## src/rtl/alu_seq_ctrl_if.sv

```systemverilog
`default_nettype none
// +--------------------------------------------------------------------------+
// | alu_seq_ctrl_if : handshake and strobe bundle between the control unit   |
// |                   and the ALU micro-sequencer                            |
// | Revision: 1.0                                                            |
// +--------------------------------------------------------------------------+
interface alu_seq_ctrl_if;
  logic       start;
  logic [2:0] op_class;
  logic       abort;
  logic       mem_ack;
  logic [3:0] alu_in_sel;
  logic       mem_req;
  logic       mem_we;
  logic       reg_we;
  logic       pc_we;
  logic       sp_dec;
  logic       sp_inc;
  logic       busy;
  logic       done;
  logic       err;

  modport master (
    output start, op_class, abort, mem_ack,
    input  alu_in_sel, mem_req, mem_we, reg_we, pc_we, sp_dec, sp_inc, busy, done, err
  );

  modport slave (
    input  start, op_class, abort, mem_ack,
    output alu_in_sel, mem_req, mem_we, reg_we, pc_we, sp_dec, sp_inc, busy, done, err
  );
endinterface
`default_nettype wire

```

## src/rtl/alu_seq_ctrl.sv

```systemverilog
`default_nettype none
// +--------------------------------------------------------------------------+
// | alu_seq_ctrl : multi-cycle EXEC/MEM/WB micro-sequencer with Moore outputs |
// | Optional memory-wait watchdog enabled by defining ALU_SEQ_TIMEOUT_EN.     |
// | Revision: 1.0                                                            |
// +--------------------------------------------------------------------------+
module alu_seq_ctrl #(
  parameter logic [7:0] TIMEOUT_CYCLES = 8'd255
) (
  input logic          clk,
  input logic          rst,
  alu_seq_ctrl_if.slave bus
);

  localparam logic [2:0] c_idle  = 3'd0;
  localparam logic [2:0] c_exec  = 3'd1;
  localparam logic [2:0] c_mem_a = 3'd2;
  localparam logic [2:0] c_mem_b = 3'd3;
  localparam logic [2:0] c_wb    = 3'd4;
  localparam logic [2:0] c_trap  = 3'd5;

  localparam logic [2:0] c_cls_alu    = 3'b000;
  localparam logic [2:0] c_cls_unary  = 3'b001;
  localparam logic [2:0] c_cls_branch = 3'b010;
  localparam logic [2:0] c_cls_load   = 3'b011;
  localparam logic [2:0] c_cls_push   = 3'b100;
  localparam logic [2:0] c_cls_pop    = 3'b101;
  localparam logic [2:0] c_cls_cmem   = 3'b110;
  localparam logic [2:0] c_cls_ill    = 3'b111;

  logic [2:0] r_state;
  logic [2:0] w_next;
  logic [2:0] r_class;
  logic       w_accept;
  logic       w_timeout;

  logic [3:0] w_sel;
  logic       w_mem_req, w_mem_we, w_reg_we, w_pc_we, w_sp_dec, w_sp_inc;
  logic       w_busy, w_done, w_err;

  assign w_accept = (r_state == c_idle) && bus.start && !bus.abort;

`ifdef ALU_SEQ_TIMEOUT_EN
  logic [7:0] r_wait_cnt;
  logic       w_in_mem;

  assign w_in_mem  = (r_state == c_mem_a) || (r_state == c_mem_b);
  assign w_timeout = w_in_mem && !bus.mem_ack && (r_wait_cnt == TIMEOUT_CYCLES - 8'd1);

  // Any state change clears the count, so each MEM state starts from zero.
  always_ff @(posedge clk or posedge rst) begin
    if (rst) begin
      r_wait_cnt <= 8'd0;
    end else if (w_next != r_state) begin
      r_wait_cnt <= 8'd0;
    end else if (w_in_mem && !bus.mem_ack) begin
      r_wait_cnt <= r_wait_cnt + 8'd1;
    end
  end
`else
  logic w_unused_timeout;
  assign w_timeout        = 1'b0;
  assign w_unused_timeout = ^TIMEOUT_CYCLES;
`endif

  always_ff @(posedge clk or posedge rst) begin
    if (rst) begin
      r_state <= c_idle;
    end else begin
      r_state <= w_next;
    end
  end

  always_ff @(posedge clk or posedge rst) begin
    if (rst) begin
      r_class <= 3'b000;
    end else if (w_accept) begin
      r_class <= bus.op_class;
    end
  end

  always_comb begin
    w_next = r_state;
    case (r_state)
      c_idle: begin
        if (bus.start) begin
          case (bus.op_class)
            c_cls_ill:              w_next = c_trap;
            c_cls_load, c_cls_cmem: w_next = c_mem_a;
            default:                w_next = c_exec;
          endcase
        end
      end
      c_exec: begin
        if (r_class == c_cls_push || r_class == c_cls_pop) w_next = c_mem_a;
        else                                               w_next = c_wb;
      end
      c_mem_a: begin
        if (bus.mem_ack)    w_next = (r_class == c_cls_cmem) ? c_mem_b : c_wb;
        else if (w_timeout) w_next = c_trap;
      end
      c_mem_b: begin
        if (bus.mem_ack)    w_next = c_wb;
        else if (w_timeout) w_next = c_trap;
      end
      c_wb, c_trap: w_next = c_idle;
      default:      w_next = c_idle;
    endcase
    // Flush wins over every other transition, including the accept in IDLE.
    if (bus.abort) w_next = c_idle;
  end

  always_comb begin
    w_sel     = 4'b1111;
    w_mem_req = 1'b0;
    w_mem_we  = 1'b0;
    w_reg_we  = 1'b0;
    w_pc_we   = 1'b0;
    w_sp_dec  = 1'b0;
    w_sp_inc  = 1'b0;
    w_busy    = (r_state != c_idle);
    w_done    = 1'b0;
    w_err     = 1'b0;
    case (r_state)
      c_exec: begin
        case (r_class)
          c_cls_alu:    w_sel = 4'b0000;
          c_cls_unary:  w_sel = 4'b0001;
          c_cls_branch: w_sel = 4'b0011;
          c_cls_push:   w_sel = 4'b0110;
          c_cls_pop:    w_sel = 4'b0111;
          default:      w_sel = 4'b1111;
        endcase
      end
      c_mem_a: begin
        w_mem_req = 1'b1;
        w_mem_we  = (r_class == c_cls_push);
        case (r_class)
          c_cls_load: w_sel = 4'b0101;
          c_cls_push: w_sel = 4'b0110;
          c_cls_pop:  w_sel = 4'b0111;
          c_cls_cmem: w_sel = 4'b1001;
          default:    w_sel = 4'b1111;
        endcase
      end
      c_mem_b: begin
        w_mem_req = 1'b1;
        w_sel     = 4'b1010;
      end
      c_wb: begin
        w_done = 1'b1;
        case (r_class)
          c_cls_alu:    begin w_sel = 4'b0000; w_reg_we = 1'b1; end
          c_cls_unary:  begin w_sel = 4'b0001; w_reg_we = 1'b1; end
          c_cls_branch: begin w_sel = 4'b0011; w_pc_we  = 1'b1; end
          c_cls_load:   begin w_sel = 4'b0101; w_reg_we = 1'b1; end
          c_cls_push:   begin w_sel = 4'b0110; w_sp_dec = 1'b1; end
          // POP writes back the popped word through the load path
          c_cls_pop:    begin w_sel = 4'b0101; w_reg_we = 1'b1; w_sp_inc = 1'b1; end
          c_cls_cmem:   begin w_sel = 4'b1010; w_reg_we = 1'b1; end
          default:      w_sel = 4'b1111;
        endcase
      end
      c_trap: begin
        w_done = 1'b1;
        w_err  = 1'b1;
      end
      default: ;
    endcase
  end

  assign bus.alu_in_sel = w_sel;
  assign bus.mem_req    = w_mem_req;
  assign bus.mem_we     = w_mem_we;
  assign bus.reg_we     = w_reg_we;
  assign bus.pc_we      = w_pc_we;
  assign bus.sp_dec     = w_sp_dec;
  assign bus.sp_inc     = w_sp_inc;
  assign bus.busy       = w_busy;
  assign bus.done       = w_done;
  assign bus.err        = w_err;

endmodule
`default_nettype wire
```

## src/flat_wrapper.sv

```systemverilog
// flat-port wrapper written by rule: the top's interface ports become plain ports
module alu_seq_ctrl_flat 
#(
  parameter logic [7:0] TIMEOUT_CYCLES = 8'd255
)
  (clk, rst, bus_start, bus_op_class, bus_abort, bus_mem_ack, bus_alu_in_sel, bus_mem_req, bus_mem_we, bus_reg_we, bus_pc_we, bus_sp_dec, bus_sp_inc, bus_busy, bus_done, bus_err);
  alu_seq_ctrl_if bus_i ();
  input logic clk;
  input logic rst;
  input wire logic [$bits(bus_i.start)-1:0] bus_start;
  input wire logic [$bits(bus_i.op_class)-1:0] bus_op_class;
  input wire logic [$bits(bus_i.abort)-1:0] bus_abort;
  input wire logic [$bits(bus_i.mem_ack)-1:0] bus_mem_ack;
  output wire logic [$bits(bus_i.alu_in_sel)-1:0] bus_alu_in_sel;
  output wire logic [$bits(bus_i.mem_req)-1:0] bus_mem_req;
  output wire logic [$bits(bus_i.mem_we)-1:0] bus_mem_we;
  output wire logic [$bits(bus_i.reg_we)-1:0] bus_reg_we;
  output wire logic [$bits(bus_i.pc_we)-1:0] bus_pc_we;
  output wire logic [$bits(bus_i.sp_dec)-1:0] bus_sp_dec;
  output wire logic [$bits(bus_i.sp_inc)-1:0] bus_sp_inc;
  output wire logic [$bits(bus_i.busy)-1:0] bus_busy;
  output wire logic [$bits(bus_i.done)-1:0] bus_done;
  output wire logic [$bits(bus_i.err)-1:0] bus_err;
  assign bus_i.start = bus_start;
  assign bus_i.op_class = bus_op_class;
  assign bus_i.abort = bus_abort;
  assign bus_i.mem_ack = bus_mem_ack;
  assign bus_alu_in_sel = bus_i.alu_in_sel;
  assign bus_mem_req = bus_i.mem_req;
  assign bus_mem_we = bus_i.mem_we;
  assign bus_reg_we = bus_i.reg_we;
  assign bus_pc_we = bus_i.pc_we;
  assign bus_sp_dec = bus_i.sp_dec;
  assign bus_sp_inc = bus_i.sp_inc;
  assign bus_busy = bus_i.busy;
  assign bus_done = bus_i.done;
  assign bus_err = bus_i.err;
  alu_seq_ctrl #(.TIMEOUT_CYCLES(TIMEOUT_CYCLES)) u_core (.clk(clk), .rst(rst), .bus(bus_i));
endmodule
```

## config.mk

```make
export PLATFORM = sky130hd
export DESIGN_NAME = alu_seq_ctrl_flat
export DESIGN_NICKNAME = d
export VERILOG_FILES = /design/src/rtl/alu_seq_ctrl_if.sv /design/src/rtl/alu_seq_ctrl.sv /design/src/flat_wrapper.sv
export SDC_FILE = /design/constraint.sdc
export NUM_CORES = 1
export LEC_CHECK = 0
export ABC_AREA = 1
export CAP_MARGIN = 25
export CORE_ASPECT_RATIO = 0.75
export CORE_MARGIN = 8
export CORE_UTILIZATION = 35
export DETAILED_ROUTE_END_ITERATION = 16
export PLACE_DENSITY = 0.66
export SYNTH_ARGS = -nofsm -noshare
export SYNTH_HDL_FRONTEND = slang
export SYNTH_SLANG_ARGS = --single-unit
```

## constraint.sdc

```tcl
create_clock -name clk -period 1.4 [get_ports clk]
set_input_delay 0.35 -clock clk [delete_from_list [all_inputs] [get_ports clk]]
set_output_delay 0.35 -clock clk [all_outputs]
set_load 0.03 [all_outputs]
```

==> summary.md <==
| Metric | Value |
|---|---|
| DP Area | `0.001094 mm^2` |
| ANT cells | `0` |
| Antenna viol nets, final | `0` |
| Largest family of logic cells by synthesized area | `simple AND/OR/NAND/NOR gates` |
| IO Count | `21` |
| Net Count, Synth | `118` |
| Final Wtd Congestion | `roughly 0.87` |
| Root Driver | `clkbuf_4` |
| Max clock buf depth | `2` |
| DRC violations left | `0` |
| DR vias/cell | `4.952` |
| Synth Area in XOR/XNOR | `0` |
| Static Leak | `0.0006346 uW` |
| H-tree depth | `1` |
| Via count | `931` |
| Initial DRT Pass Iterations | `4` |
| Required @ worst endpoint | `1.05 ns` |
| Clock tree sinks | `6` |
| Placed cell count | `180` |
| Layout area overhead | `101.8%` |
| Crit share post-route | `1.267` |
| Detailed Place HPWL | `1755 um` |
| Final setup vio count | `13` |
| Worst Path Max Fanout | `8` |
| Status | `finished with violations` |
| Clk_lat worst skew | `roughly 0.24 ns` |
| Mux contribution to synthesized area | `0` |
| Fillers | `138` |
| Fraction of layout cells with a size suffix above 1 | `0.5060` |
| First-pass GRT wire length | `3553 um` |
| RSZ-0062 raised after global routing | `true` |
| Post-synth EDFFs | `0` |
| Final min period | `1.774 ns` |
| Peak Freq | `0.5635 GHz` |
| Compound-Gate Fraction of Synth Area | `0.1030` |
| Synth Area in Simple Gates | `0.5287` |
| Routed len/inst | `12.45 um` |
| Fin. Hold Viols | `0` |
| Initial core utilization | `0.3665` |
| Post-Syn Instances | `110` |
| CTS tree | `built` |
| Crit path buffers/inverters | `1` |
| WL final | `2340 um` |
| Starting DRT DRC Count | `24` |
| Core area | `0.001724 mm^2` |
| Critical path's top delay family | `flip-flops` |
| Post-Synth Adder-Cell Area | `0` |
| Asr flop ratio synth | `1.000` |
| Crit start category | `flip-flop` |
| Worst VDD drop | `roughly 1.2 mV` |
| Pwr Density | `between 2000 and 2500 mW/mm^2` |
| Sum Neg Setup Slack | `-3.777 ns` |
| Largest net degree at the start of global routing | `9` |
| Synth warn | `0` |
| All-Layer GR Usage | `0.1294` |
| Post-layout total power | `around 2700 uW` |
| Die Wd | `about 65 um` |
| Seq/Total Area, Yosys | `0.2376` |
| Die area | `0.003435 mm^2` |
| Row cnt | `13` |
| Max stage delay on crit path | `0.48 ns` |
| Slew margin rel. | `0.8485` |
| Num CTS Buffers | `3` |
| Post-synth top flop | `dfrtp_1` |
| Antenna violations before repair | `0` |
| Crit Path Category | `flip-flop to primary output` |
| Number of max-cap violations | `0` |
| Hold slack | `0.3206 ns` |
| Layout Cells excl Fill | `between 150 and 200` |
| Die Ht | `52.80 um` |
| Yosys reg bits | `6` |
| Clock transition at path regs | `0.04 ns` |
| Final Slew Violations | `0` |
| Cells along the critical path | `nor2_4, nand2_4, a21oi_2, nand4_1, buf_6` |
| Worst Max-Slew Pin Slew | `0.2270 ns` |
| Gr ovfl total | `0` |
| Setup Skew | `between 0.0001 and 0.00015 ns` |
| Worst path slowest cell | `dfrtp_2` |
| Distinct cell type count after synthesis | `22` |
| Post-synthesis cell area | `between 600 and 700 um^2` |
| # port buffers | `20` |
| Failing checks | `negative setup slack` |
| HP Class | `input port to async pin` |
| Nets@finish | `176` |
| Worst setup EP type | `primary output` |
| Vias in the first global route | `838` |
| Synth Area per Inst | `5.744 um^2` |
| Slack of the critical path | `-0.3745 ns` |
| Post-layout instance area | `approximately 0.0013 mm^2` |
| Critical Path AT | `1.42 ns` |
-- synth_stat cells, types with 2 or more instances --
master     n  area [um^2]
dfrtp_1    6        150.1
nor3_1     3        15.01
buf_2      2        10.01
nand3b_1   2        15.01
nand4_1    3        18.77
nor2_1    16        60.06
o21ai_1    3        15.01
nand3_1   10        50.05
inv_2      5        18.77
nor2_2     2        12.51
a21oi_1    6        30.03
o21ai_0    4        20.02
nand2_2    2        12.51
nand2_1   27        101.4
inv_1     12        45.04
-- per-stage QoR --
step | setup slack, ns | utilization
2_1_floorplan | -0.1412 | -
3_3_place_gp | -0.1596 | 0.6343
3_5_place_dp | -0.1995 | 0.6343
4_1_cts | -0.3658 | 0.6974
5_1_grt | -0.4348 | 0.7395
6_report | -0.3745 | 0.7395
-- layer usage --
metal  vias to the layer above  wire length (um)  track usage
li1                        472                 -            -
met1                       421              1028       0.1564
met2                        32              1133       0.2175
met3                         6               131      0.01923
met4                         0                46      0.07220
met5                         -                 0            0
-- power breakdown --
group / switching, uW / total [uW] / internal [uW]
combinational: 1170 / 2200 / 1040
sequential: 127 / 376 / 249
clock: 58.8 / 155 / 96.7
total: 1350 / 2740 / 1380
-- cell usage in the layout, fill, tap and decap left out, drive strengths merged --
cell / count
o21ai: 7
clkinv: 1
clkdlybuf4s50: 7
nand4: 3
nand3: 11
nor2: 19
nand2: 30
nor4: 1
nor3: 4
clkbuf: 3
buf: 49
nand3b: 2
inv: 17
a21oi: 6
dfrtp: 6
-- cell type report --
cell class                      instances  area, um^2  area share
Clock buffer                            3       22.52     0.01766
Multi-Input combinational cell         83       501.7      0.3935
Tap cell                               22       27.53     0.02159
Sequential cell                         6       155.1      0.1217
Timing Repair Buffer                   56       490.5      0.3847
Inverter                               18       77.57     0.06084
-- cells by family after synthesis --
logic type	Yosys count
AO/OA/AOI/OAI	13
buffers and inverters	21
flip-flops	6
AND/OR/NAND/NOR	70
-- flip-flops by register name, indices dropped and copies added (netlist names) --
signal          count
u_core.r_class      3
u_core.r_state      3
-- worst paths after layout --
kind,startpoint,endpoint,slack [ns],depth (start not counted)
worst min-delay path,rst,u_core.r_class[0],0.32,2
max in group asynchronous,rst,u_core.r_class[2],0.87,2
worst max register to register,u_core.r_state[0],u_core.r_class[1],0.07,7
worst min register to register,u_core.r_state[1],u_core.r_state[1],0.69,2
worst max-delay path,u_core.r_state[1],bus_alu_in_sel[3],-0.37,5
min in group clk,u_core.r_state[1],u_core.r_state[1],0.69,2
-- repair_timing --
action | CTS | global route
endpoints found under the setup margin | 15 | 16
resized for setup | 26 | 14
hold buffers | 0 | 0
buffers inserted | 4 | 4
pin swaps | 1 | 3
No activity file was read; power rests on OpenSTA's default activity.
